File: src/rtl/sha3_state_loader.sv
// Keccak-f[1600] state loader: packs an IN_WIDTH word stream into the rate lanes and strobes the full state to the theta stage.
// Build option: SHA3_LOADER_BYTESWAP_EN byte-reverses each accepted word before it is stored.
module sha3_state_loader #(
    parameter int IN_WIDTH   = 64,
    parameter int RATE_LANES = 17
) (
    input  logic                clk,
    input  logic                rst_n,
    input  logic [IN_WIDTH-1:0] idata,
    input  logic                ivalid,
    output logic                iready,
    input  logic                iabort,
    input  logic                go,
    output logic                full,
    output logic                sample,
    output logic [4:0][63:0]    osa,
    output logic [4:0][63:0]    osb,
    output logic [4:0][63:0]    osc,
    output logic [4:0][63:0]    osd,
    output logic [4:0][63:0]    ose
);

    localparam int WORDS = RATE_LANES * 64 / IN_WIDTH;

    if (IN_WIDTH != 64 && IN_WIDTH != 32) begin : g_bad_width
        $error("sha3_state_loader: IN_WIDTH must be 64 or 32, got %0d", IN_WIDTH);
    end
    if (RATE_LANES < 1 || RATE_LANES > 25) begin : g_bad_rate
        $error("sha3_state_loader: RATE_LANES must be 1..25, got %0d", RATE_LANES);
    end

    typedef enum logic [1:0] {
        S_FILL,
        S_FULL,
        S_EMIT
    } state_t;

    state_t           state_q, state_d;
    logic [5:0]       cnt_q, cnt_d;
    logic [24:0][63:0] lane_q, lane_d;
    logic [IN_WIDTH-1:0] word;
    logic [63:0]      word64;
    logic [4:0]       lane_idx;

`ifdef SHA3_LOADER_BYTESWAP_EN
    function automatic logic [IN_WIDTH-1:0] byte_rev(input logic [IN_WIDTH-1:0] w);
        logic [IN_WIDTH-1:0] r;
        for (int b = 0; b < IN_WIDTH / 8; b++) begin
            r[8*b +: 8] = w[IN_WIDTH-8-8*b +: 8];
        end
        return r;
    endfunction

    always_comb word = byte_rev(idata);
`else
    always_comb word = idata;
`endif

    always_comb begin
        word64   = 64'(word);
        lane_idx = (IN_WIDTH == 64) ? cnt_q[4:0] : cnt_q[5:1];
    end

    always_comb begin
        state_d = state_q;
        cnt_d   = cnt_q;
        lane_d  = lane_q;
        iready  = 1'b0;
        full    = 1'b0;
        sample  = 1'b0;
        case (state_q)
            S_FILL: begin
                // held low while rst_n is asserted so the sender never sees a ready during reset
                iready = rst_n;
                if (iabort) begin
                    cnt_d  = '0;
                    lane_d = '0;
                end else if (ivalid) begin
                    if (IN_WIDTH == 64) begin
                        lane_d[lane_idx] = word64;
                    end else if (cnt_q[0]) begin
                        lane_d[lane_idx][63:32] = word64[31:0];
                    end else begin
                        lane_d[lane_idx][31:0] = word64[31:0];
                    end
                    if (cnt_q == 6'(WORDS - 1)) begin
                        cnt_d   = '0;
                        state_d = S_FULL;
                    end else begin
                        cnt_d = cnt_q + 6'd1;
                    end
                end
            end
            S_FULL: begin
                full = 1'b1;
                if (iabort) begin
                    cnt_d   = '0;
                    lane_d  = '0;
                    state_d = S_FILL;
                end else if (go) begin
                    state_d = S_EMIT;
                end
            end
            S_EMIT: begin
                sample  = 1'b1;
                state_d = S_FILL;
            end
            default: state_d = S_FILL;
        endcase
        // capacity lanes are pinned to zero so their flops reduce to constants
        for (int i = 0; i < 25; i++) begin
            if (i >= RATE_LANES) lane_d[i] = '0;
        end
    end

    always_ff @(posedge clk or negedge rst_n) begin
        if (!rst_n) begin
            state_q <= S_FILL;
            cnt_q   <= '0;
            lane_q  <= '0;
        end else begin
            state_q <= state_d;
            cnt_q   <= cnt_d;
            lane_q  <= lane_d;
        end
    end

    always_comb begin
        for (int x = 0; x < 5; x++) begin
            osa[x] = lane_q[x];
            osb[x] = lane_q[5 + x];
            osc[x] = lane_q[10 + x];
            osd[x] = lane_q[15 + x];
            ose[x] = lane_q[20 + x];
        end
    end

endmodule

File: config.mk
export PLATFORM = sky130hd
export DESIGN_NAME = sha3_state_loader
export DESIGN_NICKNAME = d
export VERILOG_FILES = /design/src/rtl/sha3_state_loader.sv
export SDC_FILE = /design/constraint.sdc
export NUM_CORES = 1
export LEC_CHECK = 0
export ABC_CLOCK_PERIOD_IN_PS = 2150
export BUFFER_PORTS_ARGS = -buffer_cell sky130_fd_sc_hd__buf_2
export CORE_AREA = 3 3 658 660
export CTS_CLUSTER_DIAMETER = 150
export DETAILED_ROUTE_END_ITERATION = 16
export DIE_AREA = 0 0 661 663
export MAX_ROUTING_LAYER = met4
export SLEW_MARGIN = 30
export SYNTH_ARGS = -nofsm -noshare
export SYNTH_HDL_FRONTEND = slang
export SYNTH_SLANG_ARGS = --single-unit
File: constraint.sdc
create_clock -name clk -period 2.15 [get_ports clk]
set_input_delay 0.1075 -clock clk [delete_from_list [all_inputs] [get_ports clk]]
set_output_delay 0.1075 -clock clk [all_outputs]
set_load 0.01 [all_outputs]
## Word-level counts from Yosys, hierarchy flattened

Cells that the tools add are included.

- Multiplexer cells: 21
- Order comparisons: 2
- Multiply operators: 0
- Divide/modulo/power cells: 0
- Add/sub/neg operators: 1
- Bitwise gates (word level): 0
- Shift operators: 0
- Eq/ne operators: 9
- Reduce and logical (&&, ||, !) cells: 5

Operators by type and width:

| kind | number |
|---|---|
| two-way mux 1088 bit | 3 |
| case mux 1088 bit (2 select lines) | 1 |
| bitwise mux 1600 bit | 1 |
| demux 64 bit (select 5 bit) | 1 |
| two-way mux 64 bit | 1 |
| two-way mux 6 bit | 4 |
| case mux 6 bit (2 select lines) | 1 |
| two-way mux 2 bit | 5 |
| != test 2 bit, second input constant | 4 |
| adder 6 x 1 -> 6 bit, second input constant | 1 |
| equality test 6 x 5 -> 1 bit, second input constant | 1 |
| < comparator 5 x 6 -> 1 bit, second input constant | 1 |
| != test 3 bit, second input constant | 2 |
| >= comparator 5 x 1 -> 1 bit, second input constant | 1 |
| case mux 2 bit (2 select lines) | 1 |
| AND reduction 4 bit | 1 |
| two-way mux 1 bit | 3 |
| AND reduction 3 bit | 1 |
| equality test 2 x 1 -> 1 bit, second input constant | 1 |
| equality test 2 bit, second input constant | 1 |
| zero test 2 bit | 1 |
| nonzero test 2 bit | 1 |
| logical AND 1 bit | 1 |

- Logic and storage cells: 57
- Register bits after elaboration: 1096
- Output and inout port bits: 1603
- Memories: 0
- Bits in latches: 0
- Memory bits (read-only): 0
- Input bits: 69
- Bits in writable memories: 0

## Longest topological paths before layout

Gate-level depths: netlist of run 1.

- Depth after elaboration: 8
- Gate-level depth with buffers: 9

## Least setup slack after synthesis of run 1

No wires, ideal clock.

- Path kind: flip-flop to flip-flop
- Start point: reg cnt_q[0]
- End point: reg lane_q (netlist bit osa[40])
- Arrival time: 2056 ps
- Buffers on the path: 1
- Data required time: 2029 ps
- Cell stages (with the launch flop): 8
- Path slack: -27 ps
- Setup time: 121 ps
- Cells stage by stage: dfrtp_1 inv_1 ha_1 or4b_4 a211oi_4 nor2_2 buf_2 a22o_1

- Longest elaborated chain between the ends: 8
- Elaborated cells on any way between the ends: 9
- Those cells by class: order compare (2); mux (6); reduce/logical (1)

Ends and longest elaborated chain:

| element | line | text |
|---|---|---|
| start: declaration | 39 | `logic [5:0] cnt_q, cnt_d;` |
| start signal: assignment | 123 | `cnt_q <= cnt_d;` |
| < comparator 5 x 6 -> 1 bit or >= comparator 5 x 1 -> 1 bit (tied branches) | - |  |
| logical AND 1 bit | - |  |
| two-way mux 64 bit (implied by the code) | 80 | `lane_d[lane_idx] = word64;` |
| demux 64 bit (select 5 bit) (*) | 80 |  |
| bitwise mux 1600 bit (*) | 80 |  |
| two-way mux 1088 bit (*) | 78 | `end else if (ivalid) begin` |
| two-way mux 1088 bit (*) | 75 | `if (iabort) begin` |
| case mux 1088 bit (2 select lines) (*) | 71 | `case (state_q)` |
| end signal: assignment | 124 | `lane_q <= lane_d;` |
| end: declaration | 40 | `logic [24:0][63:0] lane_q, lane_d;` |

Mark *: on every way between the ends. The rest lies on a longest branch, timed or not. The select of a mux whose other input is x is not followed.
A chain may end at the register's enable or synchronous reset.

## Worst setup path after layout of run 1

- Start point: reg cnt_q[1]
- End point: reg lane_q (netlist bit osa[38])

The elaborated chain is that of the path after synthesis.

==> flow_summary.html, run 1 <==
<table>
<tr><th>Metric</th><th>Value</th></tr>
<tr><th colspan="2">Outcome</th></tr>
<tr><td>Result of the run</td><td>completed</td></tr>
<tr><th colspan="2">Worst setup path</th></tr>
<tr><td>Critical path class</td><td>reg2reg</td></tr>
<tr><td>R2r startpoint</td><td>cnt_q[1]$_DFFE_PN0P_</td></tr>
<tr><td>Type of destination of the critical path</td><td>register</td></tr>
<tr><td>Worst Reg2Reg Path Length in Cells</td><td>7</td></tr>
<tr><td>Cell with the largest stage delay on the worst path</td><td>sky130_fd_sc_hd__or4b_4</td></tr>
<tr><td>Startpoint class of the critical path</td><td>register</td></tr>
<tr><td>Data required time at the worst endpoint</td><td>2.81 ns</td></tr>
<tr><td>Terminus of the critical flop-to-flop path</td><td>osa[38]$_DFFE_PN0P_</td></tr>
<tr><td>Maximum fanout count along the critical path</td><td>7</td></tr>
<tr><td>Data arrival time of the critical path</td><td>2.78 ns</td></tr>
<tr><td>Slack of the worst reg-to-reg path</td><td>0.03 ns</td></tr>
<tr><td>CP peak stage delay</td><td>0.48 ns</td></tr>
<tr><td>Crit-path cells</td><td>inv_2 &gt; ha_4 &gt; or4b_4 &gt; a211oi_4 &gt; nor2_4 &gt; buf_12 &gt; a22o_1</td></tr>
<tr><th colspan="2">Route</th></tr>
<tr><td>Final antenna-violating net count</td><td>0</td></tr>
<tr><td>Wire length per cell after detailed routing</td><td>24.8 um</td></tr>
<tr><td>Detailed Route Iter0 Violations</td><td>3,200</td></tr>
<tr><td>Detailed-route DRC error count</td><td>0</td></tr>
<tr><td>Via count</td><td>35,559</td></tr>
<tr><td>Number of detailed-routing iterations run before antenna repair</td><td>5</td></tr>
<tr><td>DR vias/cell</td><td>3.38</td></tr>
<tr><td>Post-Route WL</td><td>261 mm</td></tr>
<tr><th colspan="2">Finish</th></tr>
<tr><td>Top library cells by usage in the layout, fill and taps aside</td><td>sky130_fd_sc_hd__buf_2 (1,157), sky130_fd_sc_hd__dfrtp_1 (1,095), sky130_fd_sc_hd__a22o_1 (972)</td></tr>
<tr><td>Fraction of layout instances using a drive strength above 1</td><td>36.7%</td></tr>
<tr><td>Design Area, Final</td><td>0.0635 mm^2</td></tr>
<tr><td>Number of fill cells</td><td>47,630</td></tr>
<tr><td>Core Util, Final</td><td>14.9%</td></tr>
<tr><td>Most common cell after layout, fill and taps aside</td><td>sky130_fd_sc_hd__buf_2</td></tr>
<tr><td>Area occupied by registers</td><td>0.0274 mm^2</td></tr>
<tr><td>Post-layout nets</td><td>4,788</td></tr>
<tr><td>Growth of design area from synthesis to finish</td><td>44.6%</td></tr>
<tr><td>Area used by multi-input combinational logic</td><td>0.0133 mm^2</td></tr>
<tr><th colspan="2">STA</th></tr>
<tr><td>Worst Tran Pin Value</td><td>0.847 ns</td></tr>
<tr><td>Final number of setup-violating endpoints</td><td>0</td></tr>
<tr><td>Min cycle time layout</td><td>2.12 ns</td></tr>
<tr><td>Portion of the clock cycle consumed by the worst path in the final layout</td><td>98.6%</td></tr>
<tr><td>Worst slew margin relative to its limit</td><td>43.4%</td></tr>
<tr><td>Highest Clock Rate</td><td>472 MHz</td></tr>
<tr><td>Number of pins with negative max-slew slack in the final report</td><td>0</td></tr>
<tr><td>Setup repair after global routing missed its margin</td><td>yes</td></tr>
<tr><td>Final hold violations</td><td>0</td></tr>
<tr><td>Worst Setup Slack, final</td><td>0.0307 ns</td></tr>
<tr><td>Worst setup skew after layout</td><td>0.0682 ns</td></tr>
<tr><th colspan="2">Clocking</th></tr>
<tr><td>TritonCTS clock tree</td><td>built</td></tr>
<tr><td>Clock Tree Root</td><td>sky130_fd_sc_hd__clkbuf_16</td></tr>
<tr><td>Clock Sink Count</td><td>1,096</td></tr>
<tr><td>Clock buffers created by TritonCTS</td><td>135</td></tr>
<tr><td>CTS clock-pin slew for the worst setup and hold paths</td><td>0.06 ns</td></tr>
<tr><td>Max Buffers Root-to-Sink</td><td>4</td></tr>
<tr><td>Clock Latency Late Sink</td><td>0.85 ns</td></tr>
<tr><td>CTS HTree Levels</td><td>4</td></tr>
<tr><th colspan="2">Logic synthesis</th></tr>
<tr><td>Compound-cell area share of the yosys netlist</td><td>21.6%</td></tr>
<tr><td>Synth area leader</td><td>sky130_fd_sc_hd__dfrtp_1</td></tr>
<tr><td>EDFF count, synth</td><td>0</td></tr>
<tr><td>Most common flop cell mapped by yosys</td><td>sky130_fd_sc_hd__dfrtp_1</td></tr>
<tr><td>Mean post-synth cell area</td><td>12.9 um^2</td></tr>
<tr><td>Largest cells by area after synthesis</td><td>sky130_fd_sc_hd__dfrtp_1 (62%), sky130_fd_sc_hd__a22o_1 (19%), sky130_fd_sc_hd__buf_4 (8.8%)</td></tr>
<tr><td>Mux share of post-synthesis cell area</td><td>0%</td></tr>
<tr><td>Ys Warns</td><td>0</td></tr>
<tr><td>Area fraction of the dominant cell type after synthesis</td><td>62.5%</td></tr>
<tr><td>Post-synthesis sequential area ratio</td><td>62.5%</td></tr>
<tr><td>Post-synthesis instance area</td><td>0.0439 mm^2</td></tr>
<tr><td>Number of synthesized register bits</td><td>1,096</td></tr>
<tr><td>Cell count after synthesis</td><td>3,414</td></tr>
<tr><td>Count of cell types in the netlist</td><td>37</td></tr>
<tr><td>Main combinational cell family by area after synthesis</td><td>compound AO/OA/AOI/OAI gates</td></tr>
<tr><td>Adder-Cell Fraction of Synth Area</td><td>0.114%</td></tr>
<tr><td>Post-synthesis xor/xnor area fraction</td><td>0%</td></tr>
<tr><td>Fraction of the mapped netlist area in simple logic gates</td><td>3.34%</td></tr>
<tr><td>Post-synth ARST share</td><td>100%</td></tr>
<tr><th colspan="2">Power and ir drop</th></tr>
<tr><td>Power per Cell Area</td><td>782 mW/mm^2</td></tr>
<tr><td>Highest ir drop seen on vdd</td><td>0.563 mV</td></tr>
<tr><td>Leakage dissipation</td><td>31.8 nW</td></tr>
<tr><th colspan="2">Global routing</th></tr>
<tr><td>Vias in the first global route</td><td>33,710</td></tr>
<tr><td>All-layer global routing usage</td><td>11.5%</td></tr>
<tr><td>Global-route wire length before repair</td><td>330 mm</td></tr>
<tr><td>GRT overflow</td><td>0</td></tr>
<tr><td>Pin count of the biggest net entering global routing</td><td>112</td></tr>
<tr><td>Number of antenna violations at the first check in global routing</td><td>43</td></tr>
<tr><th colspan="2">Floorplanning</th></tr>
<tr><td>Initial cell density of the core</td><td>10.3%</td></tr>
<tr><td>Count of pins on the block boundary</td><td>1,672</td></tr>
<tr><td>Floorplan core area</td><td>0.427 mm^2</td></tr>
<tr><td>Floorplan die height</td><td>663 um</td></tr>
<tr><td>Count of standard-cell rows</td><td>240</td></tr>
<tr><td>Total die area</td><td>0.438 mm^2</td></tr>
<tr><td>DIE WIDTH</td><td>661 um</td></tr>
<tr><th colspan="2">Min path</th></tr>
<tr><td>Hold path cells</td><td>4</td></tr>
<tr><td>Hold Path Origin</td><td>idata[42]</td></tr>
<tr><td>Worst Hold Endpoint</td><td>osa[42]$_DFFE_PN0P_</td></tr>
<tr><td>Worst hold path type</td><td>in2reg</td></tr>
<tr><th colspan="2">Place</th></tr>
<tr><td>Dpl hpwl</td><td>193 mm</td></tr>
<tr><td>Total of buffers placed on input and output ports</td><td>1,159</td></tr>
<tr><td>Placed instance area</td><td>0.0575 mm^2</td></tr>
<tr><td>Global placer's final weighted congestion</td><td>0.821</td></tr>
<tr><td>Worst setup slack before clock tree synthesis</td><td>-0.0562 ns</td></tr>
<tr><th colspan="2">Flow run</th></tr>
<tr><td>Max-Cap Viols</td><td>0</td></tr>
</table>
metrics by stage:
stage	setup TNS, ns	power, mW	hold slack [ns]	instances
3_5_place_dp	-2.02	26.0	0.0912	10154
5_1_grt	-0.647	51.4	0.0341	10517
4_1_cts	0	50.2	0.00179	10490
2_1_floorplan	0	23.7	-0.188	3925
3_3_place_gp	-5.93	26.0	0.0909	10154
6_report	0	49.6	0.114	10535
final cells by class:
| class | instances | area share [%] |
|---|---|---|
| antenna | 30 | 0.118 |
| inverter | 5 | 0.0296 |
| multi-input combinational | 1929 | 21.0 |
| clock buffer | 191 | 6.13 |
| clock inverter | 49 | 0.972 |
| sequential | 1096 | 43.2 |
| tap | 5687 | 11.2 |
| timing repair buffer | 1548 | 17.3 |
worst max-delay path by stage:
stage | from | endpoint | slack (ns) | depth (start not counted)
3_3_place_gp | cnt_q[1]$_DFFE_PN0P_ | osc[163]$_DFFE_PN0P_ | -0.09 | 8
3_5_place_dp | cnt_q[1]$_DFFE_PN0P_ | osc[144]$_DFFE_PN0P_ | -0.06 | 8
4_1_cts | cnt_q[0]$_DFFE_PN0P_ | osa[92]$_DFFE_PN0P_ | 0.0006 | 10
2_1_floorplan | cnt_q[0]$_DFFE_PN0P_ | osd[102]$_DFFE_PN0P_ | 0.02 | 9
5_1_grt | cnt_q[1]$_DFFE_PN0P_ | osa[38]$_DFFE_PN0P_ | -0.04 | 7
6_report | cnt_q[1]$_DFFE_PN0P_ | osa[38]$_DFFE_PN0P_ | 0.03 | 7
cells by family (layout without fill, tap and decap cells):
kind of cell               count (synthesis)  in the layout
DFF                                     1096           1096
AOI/OAI and AO/OA                       1120           1120
buffers and inverters                    900           1793
and+or+nand+nor                          293            293
adders and majority gates                  4              4
other                                      1            542
repair_timing:
action | in CTS | in global routing
hold buffers | 92 | 0
pin swaps | 3 | 16
setup endpoints to repair | 131 | 137
endpoints found under the hold margin | 1721 | 0
gates cloned | 0 | 10
gates resized for setup | 9 | 11
setup buffers | 4 | 5
critical path: cells and delay by family (launching register included):
family / cells / cell delay [ns]
buffers and inverters: 2 / 0.30
DFF: 1 / 0.39
AOI/OAI and AO/OA: 2 / 0.49
and+or+nand+nor: 2 / 0.65
adders and majority gates: 1 / 0.13
synthesized netlist by cell type, types with 5 or more instances:
| master | count |
|---|---|
| sky130_fd_sc_hd__clkbuf_1 | 250 |
| sky130_fd_sc_hd__nor2_1 | 10 |
| sky130_fd_sc_hd__nand3_1 | 80 |
| sky130_fd_sc_hd__a21oi_2 | 11 |
| sky130_fd_sc_hd__a21oi_1 | 7 |
| sky130_fd_sc_hd__buf_4 | 512 |
| sky130_fd_sc_hd__o21ai_0 | 86 |
| sky130_fd_sc_hd__nor3_1 | 11 |
| sky130_fd_sc_hd__a22o_1 | 972 |
| sky130_fd_sc_hd__nand2_1 | 108 |
| sky130_fd_sc_hd__a32o_1 | 15 |
| sky130_fd_sc_hd__inv_1 | 5 |
| sky130_fd_sc_hd__o2bb2ai_1 | 22 |
| sky130_fd_sc_hd__buf_2 | 130 |
| sky130_fd_sc_hd__nand2b_1 | 8 |
| sky130_fd_sc_hd__and2_1 | 63 |
| sky130_fd_sc_hd__dfrtp_1 | 1096 |
per-layer routing:
metal	GRT usage, %	share of wire (%)	vias to the layer above
met5	-	0	-
met4	5.19	5.5	0
met3	3.38	9.5	525
met2	18.8	48	2573
met1	12.8	37	18444
li1	-	-	14017
flip-flops by register name, summed over array words and instances (netlist names):
| signal | flops |
|---|---|
| osa | 320 |
| osb | 320 |
| osc | 320 |
| osd | 128 |
| cnt_q | 6 |
| state_q | 2 |
report_power, final:
part | leakage (nW) | internal (mW) | total (mW) | switching, mW
Combinational | 14.3 | 1.35 | 4.91 | 3.56
Sequential | 15.3 | 20.9 | 21.0 | 0.153
Clock | 2.21 | 13.9 | 23.7 | 9.77
Total | 31.8 | 36.2 | 49.6 | 13.5
Power figures use the tool's default switching activity.
==> inputs of run 2 (changes only) <==
Settings changed: RECOVER_POWER set to 100.
==> flow_summary.html, run 2 (synthesized netlist as in run 1, its figures left out) <==
<table>
<tr><th>Metric</th><th>Value</th></tr>
<tr><th colspan="2">Place</th></tr>
<tr><td>Placed instance area</td><td>0.0575 mm^2</td></tr>
<tr><td>Total of buffers placed on input and output ports</td><td>1,159</td></tr>
<tr><td>Dpl hpwl</td><td>193 mm</td></tr>
<tr><td>Worst setup slack before clock tree synthesis</td><td>-0.0562 ns</td></tr>
<tr><td>Global placer's final weighted congestion</td><td>0.821</td></tr>
<tr><th colspan="2">Clocking</th></tr>
<tr><td>Clock Sink Count</td><td>1,096</td></tr>
<tr><td>TritonCTS clock tree</td><td>built</td></tr>
<tr><td>Max Buffers Root-to-Sink</td><td>4</td></tr>
<tr><td>Clock buffers created by TritonCTS</td><td>135</td></tr>
<tr><td>CTS clock-pin slew for the worst setup and hold paths</td><td>0.06 ns</td></tr>
<tr><td>Clock Latency Late Sink</td><td>0.86 ns</td></tr>
<tr><td>CTS HTree Levels</td><td>4</td></tr>
<tr><td>Clock Tree Root</td><td>sky130_fd_sc_hd__clkbuf_16</td></tr>
<tr><th colspan="2">Worst setup path</th></tr>
<tr><td>Data arrival time of the critical path</td><td>2.79 ns</td></tr>
<tr><td>Startpoint class of the critical path</td><td>register</td></tr>
<tr><td>Type of destination of the critical path</td><td>register</td></tr>
<tr><td>Maximum fanout count along the critical path</td><td>7</td></tr>
<tr><td>Critical path class</td><td>reg2reg</td></tr>
<tr><td>Data required time at the worst endpoint</td><td>2.81 ns</td></tr>
<tr><th colspan="2">Power and ir drop</th></tr>
<tr><td>Share of total power in combinational logic</td><td>9.7%</td></tr>
<tr><td>Leakage dissipation</td><td>26.9 nW</td></tr>
<tr><td>Highest ir drop seen on vdd</td><td>0.563 mV</td></tr>
<tr><td>Portion of total power attributed to the clock network</td><td>47.9%</td></tr>
<tr><td>Share of power burned in registers</td><td>42.4%</td></tr>
<tr><td>Cell internal power dissipation</td><td>36.1 mW</td></tr>
<tr><td>Switch Pwr</td><td>13.5 mW</td></tr>
<tr><td>Power per Cell Area</td><td>800 mW/mm^2</td></tr>
<tr><td>Switching share of power</td><td>27.3%</td></tr>
<tr><th colspan="2">STA</th></tr>
<tr><td>Worst Tran Pin Value</td><td>1.71 ns</td></tr>
<tr><td>Summed negative setup slack over all endpoints</td><td>0 ns</td></tr>
<tr><td>Setup repair after global routing missed its margin</td><td>yes</td></tr>
<tr><td>Worst slew margin relative to its limit</td><td>-13.8%</td></tr>
<tr><td>Min cycle time layout</td><td>2.12 ns</td></tr>
<tr><td>Portion of the clock cycle consumed by the worst path in the final layout</td><td>98.8%</td></tr>
<tr><td>Final number of setup-violating endpoints</td><td>0</td></tr>
<tr><td>Final hold violations</td><td>0</td></tr>
<tr><td>Worst setup skew after layout</td><td>0.0724 ns</td></tr>
<tr><td>Number of pins with negative max-slew slack in the final report</td><td>140</td></tr>
<tr><td>Highest Clock Rate</td><td>471 MHz</td></tr>
<tr><td>Worst Setup Slack, final</td><td>0.0250 ns</td></tr>
<tr><th colspan="2">Global routing</th></tr>
<tr><td>GRT overflow</td><td>0</td></tr>
<tr><td>Pin count of the biggest net entering global routing</td><td>112</td></tr>
<tr><td>All-layer global routing usage</td><td>11.5%</td></tr>
<tr><td>Global routing's busiest layer</td><td>met2</td></tr>
<tr><td>Global-route wire length before repair</td><td>330 mm</td></tr>
<tr><td>Number of antenna violations at the first check in global routing</td><td>44</td></tr>
<tr><td>Vias in the first global route</td><td>33,710</td></tr>
<tr><td>Met3 usage in global routing</td><td>3.38%</td></tr>
<tr><td>Global Route met1 Usage</td><td>12.8%</td></tr>
<tr><td>GR Util met2</td><td>18.8%</td></tr>
<tr><th colspan="2">Route</th></tr>
<tr><td>Detailed-route DRC error count</td><td>0</td></tr>
<tr><td>Wire length per cell after detailed routing</td><td>24.8 um</td></tr>
<tr><td>Number of detailed-routing iterations run before antenna repair</td><td>5</td></tr>
<tr><td>Via count</td><td>35,598</td></tr>
<tr><td>DR vias/cell</td><td>3.38</td></tr>
<tr><td>Post-Route WL</td><td>262 mm</td></tr>
<tr><td>Final antenna-violating net count</td><td>0</td></tr>
<tr><td>Detailed Route Iter0 Violations</td><td>3,313</td></tr>
<tr><th colspan="2">Floorplanning</th></tr>
<tr><td>Floorplan core area</td><td>0.427 mm^2</td></tr>
<tr><td>DIE WIDTH</td><td>661 um</td></tr>
<tr><td>Initial cell density of the core</td><td>10.3%</td></tr>
<tr><td>Total die area</td><td>0.438 mm^2</td></tr>
<tr><td>Count of pins on the block boundary</td><td>1,672</td></tr>
<tr><td>Floorplan die height</td><td>663 um</td></tr>
<tr><td>Count of standard-cell rows</td><td>240</td></tr>
<tr><th colspan="2">Min path</th></tr>
<tr><td>Worst hold path type</td><td>in2async</td></tr>
<tr><th colspan="2">Outcome</th></tr>
<tr><td>Violated checks</td><td>max-capacitance violations, max-slew violations</td></tr>
<tr><td>Result of the run</td><td>finished, violations left</td></tr>
<tr><th colspan="2">Finish</th></tr>
<tr><td>Fraction of layout instances using a drive strength above 1</td><td>14.0%</td></tr>
<tr><td>Core Util, Final</td><td>14.5%</td></tr>
<tr><td>Top library cells by usage in the layout, fill and taps aside</td><td>sky130_fd_sc_hd__clkbuf_1 (1,126), sky130_fd_sc_hd__dfrtp_1 (1,095), sky130_fd_sc_hd__a22o_1 (972)</td></tr>
<tr><td>Area occupied by registers</td><td>0.0274 mm^2</td></tr>
<tr><td>Design Area, Final</td><td>0.0620 mm^2</td></tr>
<tr><td>Post-layout nets</td><td>4,788</td></tr>
<tr><td>Number of fill cells</td><td>48,039</td></tr>
<tr><td>Growth of design area from synthesis to finish</td><td>41.2%</td></tr>
<tr><td>Most common cell after layout, fill and taps aside</td><td>sky130_fd_sc_hd__clkbuf_1</td></tr>
<tr><td>Area used by multi-input combinational logic</td><td>0.0133 mm^2</td></tr>
<tr><th colspan="2">Flow run</th></tr>
<tr><td>Max-Cap Viols</td><td>2</td></tr>
</table>
[run 2: metal layers]
metal	wire length [um]	vias to the layer above
met5	0	-
li1	-	14039
met2	125000	2539
met3	25300	536
met4	14600	0
met1	97200	18484
[run 2: worst paths after layout]
kind                       slack [ns]            startpoint                    to  cells past startpoint
hold reg to reg                  0.49   osd[65]$_DFFE_PN0P_   osd[65]$_DFFE_PN0P_                      1
setup / recovery                 0.03  cnt_q[1]$_DFFE_PN0P_   osa[38]$_DFFE_PN0P_                      7
setup reg to reg                 0.03  cnt_q[1]$_DFFE_PN0P_   osa[38]$_DFFE_PN0P_                      7
hold / removal                   0.09                 rst_n   osa[28]$_DFFE_PN0P_                      3
max in group asynchronous        0.33                 rst_n  osb[223]$_DFFE_PN0P_                      3
min in group clk                 0.11             idata[41]   osa[41]$_DFFE_PN0P_                      4
[run 2: worst max-delay path: stages, from the launching register on]
cell and delay (ns):
sky130_fd_sc_hd__dfrtp_1 0.39, sky130_fd_sc_hd__inv_2 0.09, sky130_fd_sc_hd__ha_4 0.13, sky130_fd_sc_hd__or4b_4 0.48, sky130_fd_sc_hd__a211oi_4 0.26, sky130_fd_sc_hd__nor2_4 0.17, sky130_fd_sc_hd__buf_12 0.21, sky130_fd_sc_hd__a22o_1 0.23
[run 2: what timing repair did]
action / CTS / global route
cloned: 0 / 10
setup endpoints to repair: 131 / 137
pin swaps: 3 / 16
hold buffers: 92 / 0
resized for setup: 9 / 11
buffers inserted: 4 / 5
hold endpoints to repair: 1721 / 0
[run 2: layout make-up]
type / count / share of cell area (%)
diodes: 39 / 0.157
well taps: 5687 / 11.5
clock buffers: 191 / 6.28
clock inverters: 49 / 0.995
multi-input cells: 1929 / 21.5
inverters: 5 / 0.0303
flip-flops and latches: 1096 / 44.3
repair buffers: 1548 / 15.3
[run 2: per-stage QoR]
step                      hold slack [ns]  cells  power, mW
after floorplan                    -0.188   3925       23.7
after global placement             0.0909  10154       26.0
after detailed placement           0.0912  10154       26.0
after CTS                         0.00179  10490       50.2
after global routing               0.0341  10523       51.3
final                              0.0910  10544       49.6
[run 2: power by group through the flow]
stage	combinational [mW]	sequential [mW]	clock, mW
after floorplan	2.17	21.5	0
after global placement	4.63	21.4	0
after detailed placement	4.64	21.4	0
after CTS	4.81	21.0	24.4
after global routing	5.14	21.0	25.2
final	4.82	21.0	23.7
